## config.mk

```make
export PLATFORM = sky130hd
export DESIGN_NAME = pixel_draw_arbiter
export DESIGN_NICKNAME = d
export VERILOG_FILES = /design/src/rtl/breakout_pkg.sv /design/src/rtl/pixel_fifo.sv /design/src/rtl/pixel_draw_arbiter.sv
export SDC_FILE = /design/constraint.sdc
export NUM_CORES = 1
export LEC_CHECK = 0
export CORE_UTILIZATION = 54
export CTS_BUF_LIST = sky130_fd_sc_hd__clkbuf_8
export CTS_CLUSTER_SIZE = 28
export DETAILED_ROUTE_END_ITERATION = 6
export PLACE_DENSITY = 0.78
export SYNTH_ARGS = -nofsm -noshare
export SYNTH_HDL_FRONTEND = slang
export SYNTH_SLANG_ARGS = --single-unit
```

## constraint.sdc

```tcl
create_clock -name CLOCK_50 -period 2.9 [get_ports CLOCK_50]
set_input_delay 0.435 -clock CLOCK_50 [delete_from_list [all_inputs] [get_ports CLOCK_50]]
set_output_delay 0.435 -clock CLOCK_50 [all_outputs]
set_load 0.03 [all_outputs]
```

## src/rtl/breakout_pkg.sv

```systemverilog
// Shared screen defaults, source indices and the queued pixel entry type used by the
// breakout pixel path.
package breakout_pkg;

    localparam int unsigned DEF_SCREEN_W = 160;
    localparam int unsigned DEF_SCREEN_H = 120;
    localparam int unsigned NUM_SRC      = 3;

    localparam logic [1:0] SRC_PADDLE = 2'd0;
    localparam logic [1:0] SRC_BALL   = 2'd1;
    localparam logic [1:0] SRC_BRICK  = 2'd2;

    typedef struct packed {
        logic [7:0] x;
        logic [6:0] y;
        logic [2:0] colour;
    } pixel_t;

    // Round-robin successor: paddle -> ball -> brick -> paddle.
    function automatic logic [1:0] next_src(input logic [1:0] s);
        return (s == SRC_BRICK) ? SRC_PADDLE : s + 2'd1;
    endfunction

endpackage

```

## src/rtl/pixel_fifo.sv

```systemverilog
// Small synchronous FIFO of pixel entries. A push while full is accepted only when the
// same cycle also pops, since the pop frees the slot first.
module pixel_fifo
    import breakout_pkg::*;
#(
    parameter int unsigned Depth = 4
) (
    input  logic   clk_i,
    input  logic   rst_ni,
    input  logic   push_i,
    input  pixel_t data_i,
    input  logic   pop_i,
    output pixel_t data_o,
    output logic   full_o,
    output logic   empty_o
);

    localparam int unsigned Aw = (Depth > 1) ? $clog2(Depth) : 1;
    localparam int unsigned Cw = Aw + 1;

    pixel_t          mem_q [Depth];
    logic [Aw-1:0]   wr_q, rd_q;
    logic [Cw-1:0]   cnt_q;
    logic            wr_en, rd_en;

    always_comb begin
        full_o  = (cnt_q == Cw'(Depth));
        empty_o = (cnt_q == '0);
        rd_en   = pop_i && !empty_o;
        wr_en   = push_i && (!full_o || rd_en);
        data_o  = mem_q[rd_q];
    end

    always_ff @(posedge clk_i or negedge rst_ni) begin
        if (!rst_ni) begin
            wr_q  <= '0;
            rd_q  <= '0;
            cnt_q <= '0;
        end else begin
            if (wr_en) wr_q <= wr_q + 1'b1;
            if (rd_en) rd_q <= rd_q + 1'b1;
            if (wr_en && !rd_en) begin
                cnt_q <= cnt_q + 1'b1;
            end else if (rd_en && !wr_en) begin
                cnt_q <= cnt_q - 1'b1;
            end
        end
    end

    // Storage needs no reset; occupancy is tracked by the pointers.
    always_ff @(posedge clk_i) begin
        if (wr_en) mem_q[wr_q] <= data_i;
    end

endmodule

```

## src/rtl/pixel_draw_arbiter.sv

```systemverilog
// Buffers paddle/ball/brick pixel streams and merges them round-robin onto the VGA adapter.
// Optional full-screen clear sequencer is enabled with SCREEN_CLEAR_EN.
module pixel_draw_arbiter
    import breakout_pkg::*;
#(
    parameter int unsigned FIFO_DEPTH = 4,
    parameter int unsigned SCREEN_W   = DEF_SCREEN_W,
    parameter int unsigned SCREEN_H   = DEF_SCREEN_H
) (
    input  logic       CLOCK_50,
    input  logic       resetn,
    input  logic [7:0] paddle_x,
    input  logic [7:0] paddle_y,
    input  logic [2:0] paddle_colour,
    input  logic       paddle_plot,
    input  logic [7:0] ball_x,
    input  logic [7:0] ball_y,
    input  logic [2:0] ball_colour,
    input  logic       ball_plot,
    input  logic [7:0] brick_x,
    input  logic [7:0] brick_y,
    input  logic [2:0] brick_colour,
    input  logic       brick_plot,
    output logic [7:0] vga_x,
    output logic [6:0] vga_y,
    output logic [2:0] vga_colour,
    output logic       vga_plot,
`ifdef SCREEN_CLEAR_EN
    input  logic       clear_req,
    output logic       clear_busy,
`endif
    output logic [2:0] overflow
);

    localparam logic [8:0] ScrW = 9'(SCREEN_W);
    localparam logic [8:0] ScrH = 9'(SCREEN_H);

    logic [7:0]         src_x    [0:NUM_SRC-1];
    logic [7:0]         src_y    [0:NUM_SRC-1];
    logic [2:0]         src_c    [0:NUM_SRC-1];
    logic [NUM_SRC-1:0] src_plot;
    logic [NUM_SRC-1:0] in_ok, pop, full, empty, drop;
    pixel_t             fifo_din [0:NUM_SRC-1];
    pixel_t             fifo_dout[0:NUM_SRC-1];

    logic [1:0] rr_q, rr_d, gnt_idx, cand;
    logic       gnt_valid, arb_en, grant;
    logic [7:0] vga_x_q, vga_x_d;
    logic [6:0] vga_y_q, vga_y_d;
    logic [2:0] vga_colour_q, vga_colour_d, overflow_q;
    logic       vga_plot_q, vga_plot_d;

    always_comb begin
        src_x[SRC_PADDLE] = paddle_x; src_y[SRC_PADDLE] = paddle_y;
        src_c[SRC_PADDLE] = paddle_colour;
        src_x[SRC_BALL]   = ball_x;   src_y[SRC_BALL]   = ball_y;
        src_c[SRC_BALL]   = ball_colour;
        src_x[SRC_BRICK]  = brick_x;  src_y[SRC_BRICK]  = brick_y;
        src_c[SRC_BRICK]  = brick_colour;
        src_plot = {brick_plot, ball_plot, paddle_plot};
    end

    // Off-screen pixels never reach a FIFO, so they cannot raise overflow.
    always_comb begin
        for (int i = 0; i < NUM_SRC; i++) begin
            in_ok[i]    = src_plot[i] && ({1'b0, src_x[i]} < ScrW) && ({1'b0, src_y[i]} < ScrH);
            fifo_din[i] = '{x: src_x[i], y: src_y[i][6:0], colour: src_c[i]};
            drop[i]     = in_ok[i] && full[i] && !pop[i];
        end
    end

    for (genvar g = 0; g < NUM_SRC; g++) begin : g_fifo
        pixel_fifo #(
            .Depth(FIFO_DEPTH)
        ) u_fifo (
            .clk_i  (CLOCK_50),
            .rst_ni (resetn),
            .push_i (in_ok[g]),
            .data_i (fifo_din[g]),
            .pop_i  (pop[g]),
            .data_o (fifo_dout[g]),
            .full_o (full[g]),
            .empty_o(empty[g])
        );
    end

    always_comb begin
        gnt_valid = 1'b0;
        gnt_idx   = rr_q;
        cand      = rr_q;
        for (int k = 0; k < NUM_SRC; k++) begin
            if (!gnt_valid && !empty[cand]) begin
                gnt_valid = 1'b1;
                gnt_idx   = cand;
            end
            cand = next_src(cand);
        end
        grant = arb_en && gnt_valid;
        rr_d  = grant ? next_src(gnt_idx) : rr_q;
        for (int i = 0; i < NUM_SRC; i++) begin
            pop[i] = grant && (gnt_idx == 2'(i));
        end
    end

`ifdef SCREEN_CLEAR_EN
    typedef enum logic [0:0] {StArb, StClear} state_e;

    localparam logic [7:0] XLast = 8'(SCREEN_W - 1);
    localparam logic [6:0] YLast = 7'(SCREEN_H - 1);

    state_e     state_q, state_d;
    logic [7:0] cx_q, cx_d;
    logic [6:0] cy_q, cy_d;

    assign arb_en     = (state_q == StArb);
    assign clear_busy = (state_q == StClear);

    always_comb begin
        state_d = state_q;
        cx_d    = cx_q;
        cy_d    = cy_q;
        unique case (state_q)
            StArb: begin
                if (clear_req) begin
                    state_d = StClear;
                    cx_d    = '0;
                    cy_d    = '0;
                end
            end
            StClear: begin
                if (cx_q == XLast) begin
                    cx_d = '0;
                    if (cy_q == YLast) state_d = StArb;
                    else               cy_d = cy_q + 1'b1;
                end else begin
                    cx_d = cx_q + 1'b1;
                end
            end
            default: state_d = StArb;
        endcase
    end

    always_ff @(posedge CLOCK_50 or negedge resetn) begin
        if (!resetn) begin
            state_q <= StArb;
            cx_q    <= '0;
            cy_q    <= '0;
        end else begin
            state_q <= state_d;
            cx_q    <= cx_d;
            cy_q    <= cy_d;
        end
    end
`else
    assign arb_en = 1'b1;
`endif

    always_comb begin
        vga_plot_d   = 1'b0;
        vga_x_d      = vga_x_q;
        vga_y_d      = vga_y_q;
        vga_colour_d = vga_colour_q;
        if (grant) begin
            vga_plot_d   = 1'b1;
            vga_x_d      = fifo_dout[gnt_idx].x;
            vga_y_d      = fifo_dout[gnt_idx].y;
            vga_colour_d = fifo_dout[gnt_idx].colour;
        end
`ifdef SCREEN_CLEAR_EN
        if (state_q == StClear) begin
            vga_plot_d   = 1'b1;
            vga_x_d      = cx_q;
            vga_y_d      = cy_q;
            vga_colour_d = 3'b000;
        end
`endif
    end

    always_ff @(posedge CLOCK_50 or negedge resetn) begin
        if (!resetn) begin
            rr_q         <= SRC_PADDLE;
            vga_x_q      <= '0;
            vga_y_q      <= '0;
            vga_colour_q <= '0;
            vga_plot_q   <= 1'b0;
            overflow_q   <= '0;
        end else begin
            rr_q         <= rr_d;
            vga_x_q      <= vga_x_d;
            vga_y_q      <= vga_y_d;
            vga_colour_q <= vga_colour_d;
            vga_plot_q   <= vga_plot_d;
            overflow_q   <= overflow_q | drop;
        end
    end

    assign vga_x      = vga_x_q;
    assign vga_y      = vga_y_q;
    assign vga_colour = vga_colour_q;
    assign vga_plot   = vga_plot_q;
    assign overflow   = overflow_q;

endmodule

```

==> results of run 1 <==
[stage by stage]
step	area [um^2]	hold WS, ps	util (%)	worst slack [ps]
3_5_place_dp	11600	514	61.9	123
4_1_cts	12400	502	66.3	109
2_1_floorplan	10300	139	-	208
5_1_grt	12400	509	66.3	44.6
3_3_place_gp	11600	506	61.9	237
6_report	12400	525	66.3	187
[layout by cell type, fill, tap and decap left out, drive strengths merged, types with 2 or more instances in the layout]
master         netlist  layout
a211oi               3       3
a21oi                2       2
a222oi              14      14
a22oi                4       4
a31oi                4       4
and2                12      12
buf                  9      33
clkbuf              12      52
clkdlybuf4s50        0      82
clkinv               0       5
dfrtp               45      45
edfxtp             216     216
fa                   3       3
ha                  15      15
inv                 21      39
mux2                 6       6
mux4                54      54
nand2               21      21
nand3                3       3
nand4                3       3
nand4b               3       3
nor2                 8       8
nor3                 3       3
o21ai               27      27
o21bai               3       3
o22a                 4       4
or3                  3       3
xnor2               12      12
xor2                 6       6
[per-layer routing]
layer  vias up  track usage, %  wire length (um)
met3        40            4.68              1320
met1      2733            28.4              8150
met4         0            8.16               520
met5         -               0                 0
met2       212            36.5             10400
li1       2373               -                 -
[cell type report]
| cell class | instances | area [um^2] |
|---|---|---|
| clock buffer | 52 | 716 |
| clock inverter | 24 | 98.8 |
| fill | 1207 | 6300 |
| inverter | 21 | 81.3 |
| multi-input combinational | 217 | 2500 |
| sequential | 261 | 7610 |
| tap | 234 | 293 |
| timing repair buffer | 116 | 1100 |
[power groups by stage]
| stage | clock network (mW) | registers (mW) | logic (mW) |
|---|---|---|---|
| finish | 2.94 | 5.17 | 3.80 |
| global route | 3.16 | 5.25 | 4.08 |
| global placement | 0 | 5.21 | 3.69 |
| floorplan | 0 | 5.25 | 2.38 |
| CTS | 3.00 | 5.18 | 3.84 |
| detailed placement | 0 | 5.25 | 3.82 |
[timing repair]
item,4_1_cts,5_1_grt
endpoints found under the hold margin,3,0
buffers inserted,0,0
gates resized for setup,0,1
hold buffers,1,0
setup endpoints to repair,0,1
[registers in the layout, indices dropped and copies added, names as in the netlist, 3 cells and up]
| signal | count |
|---|---|
| g_fifo.u_fifo.cnt_q | 9 |
| g_fifo.u_fifo.mem_q | 216 |
| g_fifo.u_fifo.rd_q | 6 |
| g_fifo.u_fifo.wr_q | 6 |
| overflow | 3 |
| vga_colour | 3 |
| vga_x | 8 |
| vga_y | 7 |
[cell families after synthesis]
family,Yosys count,share of synthesized area [%]
AO/OA/AOI/OAI,63,4.73
XOR/XNOR,18,1.53
adder cells (fa/ha/maj),18,2.41
buffers and inverters,42,1.72
flip-flops,261,74.0
multiplexers,60,12.5
AND/OR/NAND/NOR,58,3.11
[final timing paths]
check	endpoint	slack (ps)
worst max-delay path	g_fifo[1].u_fifo.cnt_q[2]	190
worst min-delay path	overflow[0]	520
worst max register to register	g_fifo[1].u_fifo.cnt_q[2]	190
worst min register to register	overflow[0]	520
max in group asynchronous	overflow[1]	1920
min in group asynchronous	g_fifo[1].u_fifo.wr_q[1]	540
[worst register-to-register path, delay by kind of cell, from the launching register on]
kind / cells / cell delay, ps
XOR/XNOR: 2 / 320
buffers and inverters: 2 / 130
adder cells (fa/ha/maj): 2 / 570
AO/OA/AOI/OAI: 2 / 390
flip-flops: 1 / 470
AND/OR/NAND/NOR: 2 / 730
==> results by stage, run 1 <==
Critical path:
- Together, buffers and inverters on the worst path number 2.
- In this run the worst setup path begins at rr_q[0].
- The depth of the worst register-to-register path is 10.
- Counting stages on the worst path, the most repeated cell is xor2_1.
- The startpoint kind of the worst setup timing path is a flip-flop.
- The nature of the critical path endpoint is a flip-flop.
- The data required time of the worst path is around 3300 ps.
- The total stage count of the critical path is 10.
- The family with the most delay on the worst path is simple AND/OR/NAND/NOR gates.
- For the worst setup path, the data arrival time is between 3000 and 4000 ps.
- The delay of the slowest cell on the worst path is a little over 600 ps.
- The worst setup path category is flip-flop to flip-flop.
- The startpoint identified for the worst register-to-register timing path is rr_q[0].
- Traced cell by cell, the critical path runs through or4_4 -> a21oi_4 -> inv_4 -> a31oi_4 -> ha_1 -> inv_1 -> fa_1 -> xor2_1 -> nor2_1 -> xor2_1.
- The slowest stage of the critical path is the or4_4 cell.
- In this run the worst path has a maximum fanout of 9.

Floorplanning:
- The horizontal die dimension is 140 um.
- The vertical extent of the die is about 140 um.
- For this design the top-level I/O count stands at 84.
- The die covers around 20000 um^2.
- The initialized floorplan defines 50 standard-cell rows.
- The area of the core is approximately 19000 um^2.
- The starting density of the core is roughly 55%.

Clock tree:
- Clock tree synthesis inserted a total of 41 buffers.
- Clock tree synthesis selected as its root buffer the cell clkbuf_8.
- The clock-pin slew of the registers on the worst-case setup and hold paths is 60 ps.
- The TritonCTS clock tree is yes.
- The longest clock path from root to sink contains 3 buffers.
- The clock reaches the later pin of the worst-skew pair after about 540 ps.
- The CTS sink count is ~260.
- The H-tree was split into 2 levels.

Route:
- The pre-antenna-repair detailed-routing pass consisted of 7 iterations.
- In this run, the number of DRC markers left after iteration 0 of detailed routing was 409.
- The via count is ~5400.
- The number of remaining DRC errors is 0.
- The detail-routed via count per cell is between 5 and 6.
- The antenna violation net count after detailed routing is 0.
- The average routed wire per standard cell is 22.1 um.
- The final layout contains routed wiring with a total length of slightly above 20 mm.

Synth:
- In this run, synthesis inferred roughly 220 flip-flops with an integrated enable.
- The total of flip-flops plus latches after synthesis is 261.
- The number of unique standard cell types used by synthesis is slightly above 40.
- After synthesis, the mean cell area works out to 19.8 um^2.
- The most area-hungry cell type in the Yosys netlist is edfxtp_1.
- In the synthesized netlist, the cells that appear most often are 216 x edfxtp_1, 54 x mux4_2, 45 x dfrtp_1, 26 x o21ai_0, 21 x nand2_1.
- The synthesized netlist occupies a cell area of about 10000 um^2.
- After synthesis, the largest area contributor takes up ~63% of total cell area.
- The most common cell in the synthesized netlist is edfxtp_1.
- The predominant post-synthesis flop cell is edfxtp_1.
- Yosys attributes the largest share of cell area to edfxtp_1 63%, mux4_2 12%, dfrtp_1 11%, ha_1 1.8%, a222oi_1 1.4%.
- The part of the Yosys area used for sequential elements is 74.0%.
- The number of warnings reported in the yosys synthesis log is 0.
- Synthesis handed over a netlist of 520 instances.
- In the synthesized netlist the async set-or-reset flop fraction comes to roughly 17%.
- The net count after synthesis is 600.

STA:
- Setup repair after global routing left no endpoint under its margin.
- Measured against its own limit, the worst slew margin works out to between 40% and 50%.
- The clock period minus worst slack is 2710 ps.
- Clock skew on the completed layout was measured at roughly 30 ps.
- The top achievable clock speed is between 0.3 and 0.4 GHz.
- The count of endpoints failing setup in the final report is 0.
- The final number of max-transition violations is 0.
- Dividing the final minimum period by the clock period gives 93.6%.
- The slew at the pin closest to its max-slew limit is roughly 900 ps.
- The final sum of negative setup slack is 0 ps.
- The count of endpoints failing hold in the final timing report is 0.

Cells and area:
- Of the cells placed in the final design, the portion with a size suffix greater than 1 is a little under a quarter.
- Relative to the synthesized area, the layout overhead comes to 20.6%.
- After the flow finishes, the layout carries non-filler instances totaling roughly 930.
- The number of antenna diodes in the final layout is 0.
- The number of nets in the layout is about 740.

Pwr:
- The leakage power of the design is between 4 and 5 nW.
- The power consumption is between 10 and 15 mW.
- The clock network power share is about a quarter.
- The portion of total power attributed to sequential cells is 43.4%.
- Across the VDD grid, the largest voltage drop is around 0.47 mV.
- Net switching is 32.4% of the power.
- Dividing total power by cell area gives a power density of around 960 nW/um^2.
- Cell internal power was estimated by the tool at between 8 and 9 mW.
- The relative contribution of combinational cells to total power is between 30% and 40%.
- The net switching component of the power is roughly 3.9 mW.

Place:
- After legalization and detailed placement, the total HPWL measured roughly 14 mm.
- During placement, the flow inserted port buffers numbering 83.
- The final estimated routing congestion in global placement is 0.880.
- The placed instance count is 848.

GRT:
- Across every metal layer, demand over resource in global routing totals a little over a fifth.
- The initial antenna violation count came to 0.
- The number of global-route vias before repair came to 5777.
- The first global-routing pass estimated 31.5 mm of wire.
- The pin count of the biggest net entering global routing is 46.
- The global-route congestion overflow total is 0.

Flow run:
- Across the run, the number of max-cap violations was 0.

Status:
- The flow ran to the end, and the final reports show no timing, DRC or antenna violations.

Min path:
- The startpoint of the tightest hold check path is overflow[0].
- Counting instances, the worst hold path has a depth of 1.
- The path class of the tightest hold or removal check is flip-flop to flip-flop.
(Power assumes the default switching activity.)
==> run 2: changes to the inputs <==
--- a/config.mk
+++ b/config.mk
@@ -6,7 +6,7 @@
 export NUM_CORES = 1
 export LEC_CHECK = 0
 export CORE_UTILIZATION = 54
-export CTS_BUF_LIST = sky130_fd_sc_hd__clkbuf_8
+export CTS_BUF_LIST = sky130_fd_sc_hd__clkbuf_4 sky130_fd_sc_hd__clkbuf_8
 export CTS_CLUSTER_SIZE = 28
 export DETAILED_ROUTE_END_ITERATION = 6
 export PLACE_DENSITY = 0.78
==> results by stage, run 2 (same netlist as run 1, synthesis figures left out) <==
STA:
- The final sum of negative setup slack is 0 ps.
- The count of endpoints failing hold in the final timing report is 0.
- The final critical-path share of the clock period is between 90% and 100%.
- The final number of max-transition violations is 0.
- For the final database, setup skew stands at 32.3 ps.
- The count of endpoints failing setup in the final report is 0.
- The top achievable clock speed is roughly 0.37 GHz.
- The relative max-transition margin is just over 40%.
- Setup slack closes at 180 ps.
- The clock period minus worst slack is roughly 2700 ps.
- The tightest hold path in the finished design has a slack of 17.8 ps.
- Setup repair after global routing left no endpoint under its margin.
- At the pin with the least slew margin, the transition time is slightly below 900 ps.

Route:
- The via count is about 5400.
- The detail route stage leaves a number of antenna-violating nets equal to 0.
- The detailed-router iteration count before antenna repair is 5.
- The average routed wire per standard cell is 22.1 um.
- In this run, the number of DRC markers left after iteration 0 of detailed routing was 400.
- The number of remaining DRC errors is 0.
- The detail-routed via count per cell is 5.85.
- The final wirelength is between 20 and 25 mm.

GRT:
- The met2 demand-to-capacity share in global routing is 36.4%.
- The most congested layer reported by global routing is met2.
- The number of global-route vias before repair is 5779.
- Global routing consumed, on the met1 layer, between 20 and 30% of the routing resources.
- Summed over all layers, the global routing overflow is 0.
- The pin count of the biggest net entering global routing is 46.
- The overall fraction of global-route tracks in use is 21.8%.
- The initial antenna violation count was 0.
- For this run, global-route usage on met3 was measured as approximately 4.6%.
- The first global-routing pass estimated 31.5 mm of wire.

Cells and area:
- In the final layout, the multi-input gates occupy between 2000 and 3000 um^2.
- The layout overhead on the synthesized area is 21.2%.
- More flip-flops sit in one register than any other, and that register is g_fifo.u_fifo.mem_q.
- The number of antenna diodes in the final layout is 0.
- The number of standard cells in the layout, taps in and fillers out is roughly 900.
- Cells with a size suffix above 1 make up 25.8% of the layout.
- The library cells used most frequently in the layout, excluding fill and tap cells, are 216 x edfxtp_1, 82 x clkdlybuf4s50_1, 54 x mux4_2.
- The flip-flop count of the largest register after layout is roughly 220.
- Counting the fill cells in the layout gives approximately 1200.
- The number of nets in the layout is 737.
- The most common cell after layout, fill and taps aside is edfxtp_1.
- The combined flip-flop and latch cell area is around 7600 um^2.

Pwr:
- Sequential cells burn a little over two fifths of the power.
- The clock network power share is between 20% and 30%.
- Summed over all nets, the switching power comes to ~3.9 mW.
- The leakage power of the design is 4.35 nW.
- Per report_power, the combinational group accounts for between 30% and 40% of the total.
- Net switching is between 30% and 40% of the power.
- The worst-case IR drop observed on VDD is slightly below 0.5 mV.
- The total internal power is between 8 and 9 mW.
- In this run the power density over the cells is around 970 nW/um^2.

Place:
- OpenSTA, run right after detailed placement, puts the worst setup slack at around 120 ps.
- The count of buffers added on input and output ports is 83.
- The placed instance count is roughly 850.
- Routability-driven placement finished with a final weighted congestion of slightly below 0.9.
- The HPWL after detailed placement is 13.7 mm.

Clock tree:
- The clock tree root buffer cell is clkbuf_8.
- TritonCTS built the clock tree.
- CTS built an H-tree with a depth of 2.
- The maximum clock insertion buffer count is 3.
- At the later pin of the worst-skew pair, clock insertion delay measures around 540 ps.
- The CTS sink count is between 200 and 300.
- The TritonCTS buffer count is 41.
- Buffers inserted to repair hold after CTS numbered 0.
- The clock-pin slew of the registers on the worst-case setup and hold paths is around 60 ps.

Critical path:
- The launch point of the critical path is rr_q[0].
- The worst setup path category is flip-flop to flip-flop.
- Along the worst path, the maximum fanout reaches 9.
- The source of the worst register-to-register timing path is rr_q[0].
- The startpoint kind of the worst setup timing path is a flip-flop.
- The data required time of the worst path is ~3300 ps.
- The endpoint arrival time on the critical path is 3150 ps.
- The worst setup path is captured at a flip-flop.

Floorplanning:
- The die outline area is around 20000 um^2.
- The area of the core is 18700 um^2.
- The die is approximately 140 um wide.
- For this design the top-level I/O count stands at 84.
- The number of standard-cell rows in the floorplan is 50.
- The starting density of the core is a little over half.
- The vertical extent of the die is between 100 and 150 um.

Min path:
- The path class of the lowest-slack min-delay path is input pin to asynchronous set/reset pin.

Status:
- The flow ran to the end, and the final reports show no timing, DRC or antenna violations.

Flow run:
- Across the run, the number of max-cap violations was 0.
## run 2: layout make-up
type / count / area share, %
inverters: 21 / 0.653
multi-input cells: 217 / 20.1
repair buffers: 115 / 8.76
clock buffers: 70 / 6.83
flip-flops and latches: 261 / 61.1
clock inverters: 6 / 0.251
well taps: 234 / 2.35
## run 2: critical path: stages, from the launching register on
cell	delay (ps)
dfrtp_1	470
or4_4	620
a21oi_4	200
inv_4	70
a31oi_4	190
ha_1	200
inv_1	60
fa_1	370
xor2_1	150
nor2_1	110
xor2_1	170
## run 2: stage by stage
step	power (mW)	area [um^2]	util (%)
detailed placement	9.07	11600	61.9
finish	12.1	12500	66.6
global route	12.7	12500	66.6
global placement	8.89	11600	61.9
CTS	12.2	12500	66.6
floorplan	7.62	10300	-
## run 2: repair_timing
action,CTS,global route
gates resized for setup,0,1
setup endpoints to repair,0,1
buffers inserted,0,0
## run 2: layer usage
metal / vias to the layer above / part of all wire, %
li1: 2376 / -
met1: 2735 / 40
met2: 253 / 51
met3: 37 / 6.9
met4: 0 / 2.5
met5: - / 0
## run 2: worst paths after layout
kind,to,slack [ps],cells after the start
min in group CLOCK_50,overflow[0],520,1
worst min register to register,overflow[0],520,1
worst min-delay path,g_fifo[1].u_fifo.wr_q[1],20,2
worst max register to register,g_fifo[1].u_fifo.cnt_q[2],180,10
max in group asynchronous,g_fifo[1].u_fifo.cnt_q[2],2440,2
worst max-delay path,g_fifo[1].u_fifo.cnt_q[2],180,10
## run 2: power groups by stage
| stage | combinational, mW | clock [mW] | sequential, mW |
|---|---|---|---|
| after floorplan | 2.38 | 0 | 5.25 |
| after global placement | 3.69 | 0 | 5.21 |
| after detailed placement | 3.82 | 0 | 5.25 |
| after CTS | 3.84 | 3.23 | 5.18 |
| after global routing | 4.08 | 3.39 | 5.25 |
| final | 3.81 | 3.16 | 5.17 |
==> run 3: changes to the inputs <==
--- a/config.mk
+++ b/config.mk
@@ -12,4 +12,5 @@
 export PLACE_DENSITY = 0.78
 export SYNTH_ARGS = -nofsm -noshare
 export SYNTH_HDL_FRONTEND = slang
+export SYNTH_HIERARCHICAL = 1
 export SYNTH_SLANG_ARGS = --single-unit
==> results by stage, run 3 <==
Floorplanning:
- The area of the core is slightly below 20000 um^2.
- 84 I/O pins were placed.
- The horizontal die dimension is about 140 um.
- The die is 142 um tall.
- The die outline area is approximately 20000 um^2.
- The floorplan has 51 rows.
- The starting density of the core is a little over half.

Synth:
- In the synthesized netlist the dominant register cell turns out to be edfxtp_1.
- Synthesis inferred roughly 260 register bits.
- After synthesis, the share of flip-flops with an asynchronous set or reset is between 10% and 20%.
- The number of nets handed over by synthesis was 630.
- Counting flops with a built-in enable in the synthesized netlist gives roughly 220.
- Ranked by total cell area, the synthesized netlist is headed by edfxtp_1 61%, mux4_2 11%, dfrtp_1 11%, ha_1 1.8%, nand3b_1 1.2%.
- The synthesized netlist contains 43 unique library cells.
- The commonest cells after synthesis are 216 x edfxtp_1, 54 x mux4_2, 45 x dfrtp_1, 21 x a21oi_1.
- The proportion of netlist area held by the largest area contributor is slightly above 60%.
- The cell area that synthesis handed to floorplanning was about 11000 um^2.
- The part of the Yosys area used for sequential elements is a little under three quarters.
- The cell count after synthesis came out at 550.
- The number of warnings reported in the yosys synthesis log is 6.
- The biggest area contributor in the post-synthesis netlist is edfxtp_1.
- The leading cell type by number of instances after synthesis is edfxtp_1.
- Each instance of the synthesized netlist takes up on average ~19 um^2.

Status:
- The run finished with clean final reports.

Cells and area:
- The final layout contains ~770 nets.
- The register with the most flip-flops in the layout has about 220 of them.
- More flip-flops sit in one register than any other, and that register is g_fifo.u_fifo/mem_q.
- The repair_antennas step left the layout with diodes totalling 0.
- In the final layout, the share of cells above drive strength 1 is 28.9%.
- Fill cells in the final layout number around 1300.
- The library cell used most frequently in the layout, excluding fill and tap cells, is edfxtp_1.
- The library cells used most frequently in the layout, excluding fill and tap cells, are 216 x edfxtp_1, 82 x clkdlybuf4s50_1, 54 x mux4_2.
- After routing the design area is 12800 um^2.
- The area growth from synthesis to layout is 20.5%.

GRT:
- The number of global-route vias before repair is approximately 5900.
- After global routing the overflow that remains totals 0.
- Entering global routing, the biggest net connects 46 pins.
- The initial antenna violation count came to 0.
- The first-pass GRT wire length is 33.1 mm.
- The overall fraction of global-route tracks in use is 22.4%.

Min path:
- The path class of the lowest-slack min-delay path is input pin to asynchronous set/reset pin.

Clock tree:
- The hold buffer count at cts is 0.
- Clock-pin slew was measured on the worst setup and hold paths at roughly 60 ps.
- The TritonCTS buffer count is between 40 and 50.
- The maximum clock insertion buffer count is 3.
- The clock reaches the later pin of the worst-skew pair after between 500 and 600 ps.
- Clock tree synthesis found a total of about 260 sinks.
- In this run the number of H-tree levels came out at 2.
- CTS placed an instance of clkbuf_8 at the clock tree root.
- TritonCTS built the clock tree.

Place:
- The post-DP HPWL is 14.6 mm.
- The total cell area at the placement stage is about 12000 um^2.
- The port buffer count is slightly above 80.
- The post-placement worst setup slack is 30.5 ps.
- At the end of routability-driven placement, the weighted congestion stood at 0.803.

STA:
- The setup slack after layout is around 150 ps.
- The worst path needs 2750 ps of the cycle, external delays included.
- The slew at the pin closest to its max-slew limit is between 1000 and 1500 ps.
- The final critical-path share of the clock period is 94.8%.
- In this run the tightest slew margin relative to its limit is around 29%.
- Final hold analysis gives a worst-case slack of ~92 ps.
- The top achievable clock speed is about 0.36 GHz.
- Clock skew on the completed layout was measured at 26.4 ps.
- Setup violations remaining at the end of the flow were counted as 0.
- The count of endpoints failing hold in the final timing report is 0.
- The final number of max-transition violations is 0.

Pwr:
- For this design the static power due to leakage is between 4 and 5 nW.
- VDD sags by at most between 0.5 and 0.6 mV.
- Power spread over the standard cell area amounts to roughly 990 nW/um^2.

Route:
- The number of remaining DRC errors is 0.
- The detail-routed via count per cell is just under 6.
- The detailed-router iteration count before antenna repair is 6.
- The detailed router finished its first iteration with 447 violations.
- The detail route stage leaves a number of antenna-violating nets equal to 0.
- The average routed wire per standard cell is between 20 and 25 um.
- The detailed router placed 5682 vias in this run.
- The final wirelength is around 22 mm.

Critical path:
- The endpoint arrival time on the critical path is 3210 ps.
- Along the worst path, the maximum fanout reaches 6.
- STA classifies the critical path startpoint as a flip-flop.
- The worst setup path category is flip-flop to flip-flop.
- The data required time of the worst path is 3360 ps.
- The nature of the critical path endpoint is a flip-flop.

Flow run:
- The number of max-capacitance violations reported is 0.
[run 3: cells by family after synthesis]
group / after synthesis / synth area share [%]
AO/OA/AOI/OAI: 83 / 5.99
flip-flops: 261 / 71.4
multiplexers: 60 / 12.2
buffers and inverters: 39 / 1.98
XOR/XNOR: 18 / 1.48
AND/OR/NAND/NOR: 71 / 4.65
adder cells (fa/ha/maj): 18 / 2.32
[run 3: metal layers]
| layer | GRT usage [%] | wire length, um | share of wire (%) |
|---|---|---|---|
| met5 | 0 | 0 | 0 |
| met1 | 29.5 | 8810 | 41 |
| met3 | 4.37 | 1280 | 5.9 |
| met4 | 9.11 | 593 | 2.7 |
| met2 | 36.9 | 11000 | 51 |
[run 3: path summary, 6_finish.rpt]
check | startpoint | end | slack [ps] | cells after the start
min in group CLOCK_50 | overflow[2] | overflow[2] | 480 | 1
worst min register to register | overflow[2] | overflow[2] | 480 | 1
worst max register to register | g_fifo[1].u_fifo/cnt_q[0] | g_fifo[0].u_fifo/cnt_q[2] | 150 | 13
worst min-delay path | resetn | overflow[0] | 90 | 1
max in group asynchronous | resetn | g_fifo[2].u_fifo/cnt_q[0] | 2060 | 1
worst max-delay path | g_fifo[1].u_fifo/cnt_q[0] | g_fifo[0].u_fifo/cnt_q[2] | 150 | 13
[run 3: timing repair]
item	in CTS	in global routing
buffers inserted	0	10
endpoints found under the setup margin	0	44
resized for setup	0	11
[run 3: worst max-delay path: stages, from the launching register on]
cell and delay [ps]:
dfrtp_2 450, nor3_4 250, buf_6 160, nand2_2 90, a211oi_4 280, o21a_4 200
inv_1 70, a21boi_4 180, ha_4 160, inv_1 50, fa_2 340, xor2_1 150
nor2_1 140, xor2_1 150
[run 3: metrics by stage]
step,utilization (%),power (mW),setup TNS [ps],std cells
5_1_grt,66.2,13.3,-28.8,984
4_1_cts,65.5,12.6,0,972
6_report,66.2,12.7,0,984
3_5_place_dp,61.2,9.52,0,897
3_3_place_gp,61.2,9.33,0,897
2_1_floorplan,-,8.08,0,550
[run 3: where the power goes]
group	internal (mW)	total, mW	switching (mW)
Clock	1.72	3.06	1.33
Combinational	2.20	4.55	2.35
Sequential	4.64	5.07	0.431
[run 3: layout make-up]
| type | instances | area (um^2) | share of cell area, % |
|---|---|---|---|
| sequential | 261 | 7620 | 59.3 |
| multi-input combinational | 250 | 2900 | 22.6 |
| timing repair buffer | 120 | 1110 | 8.61 |
| clock buffer | 66 | 790 | 6.15 |
| tap | 265 | 332 | 2.58 |
| inverter | 13 | 48.8 | 0.380 |
| clock inverter | 9 | 42.5 | 0.331 |
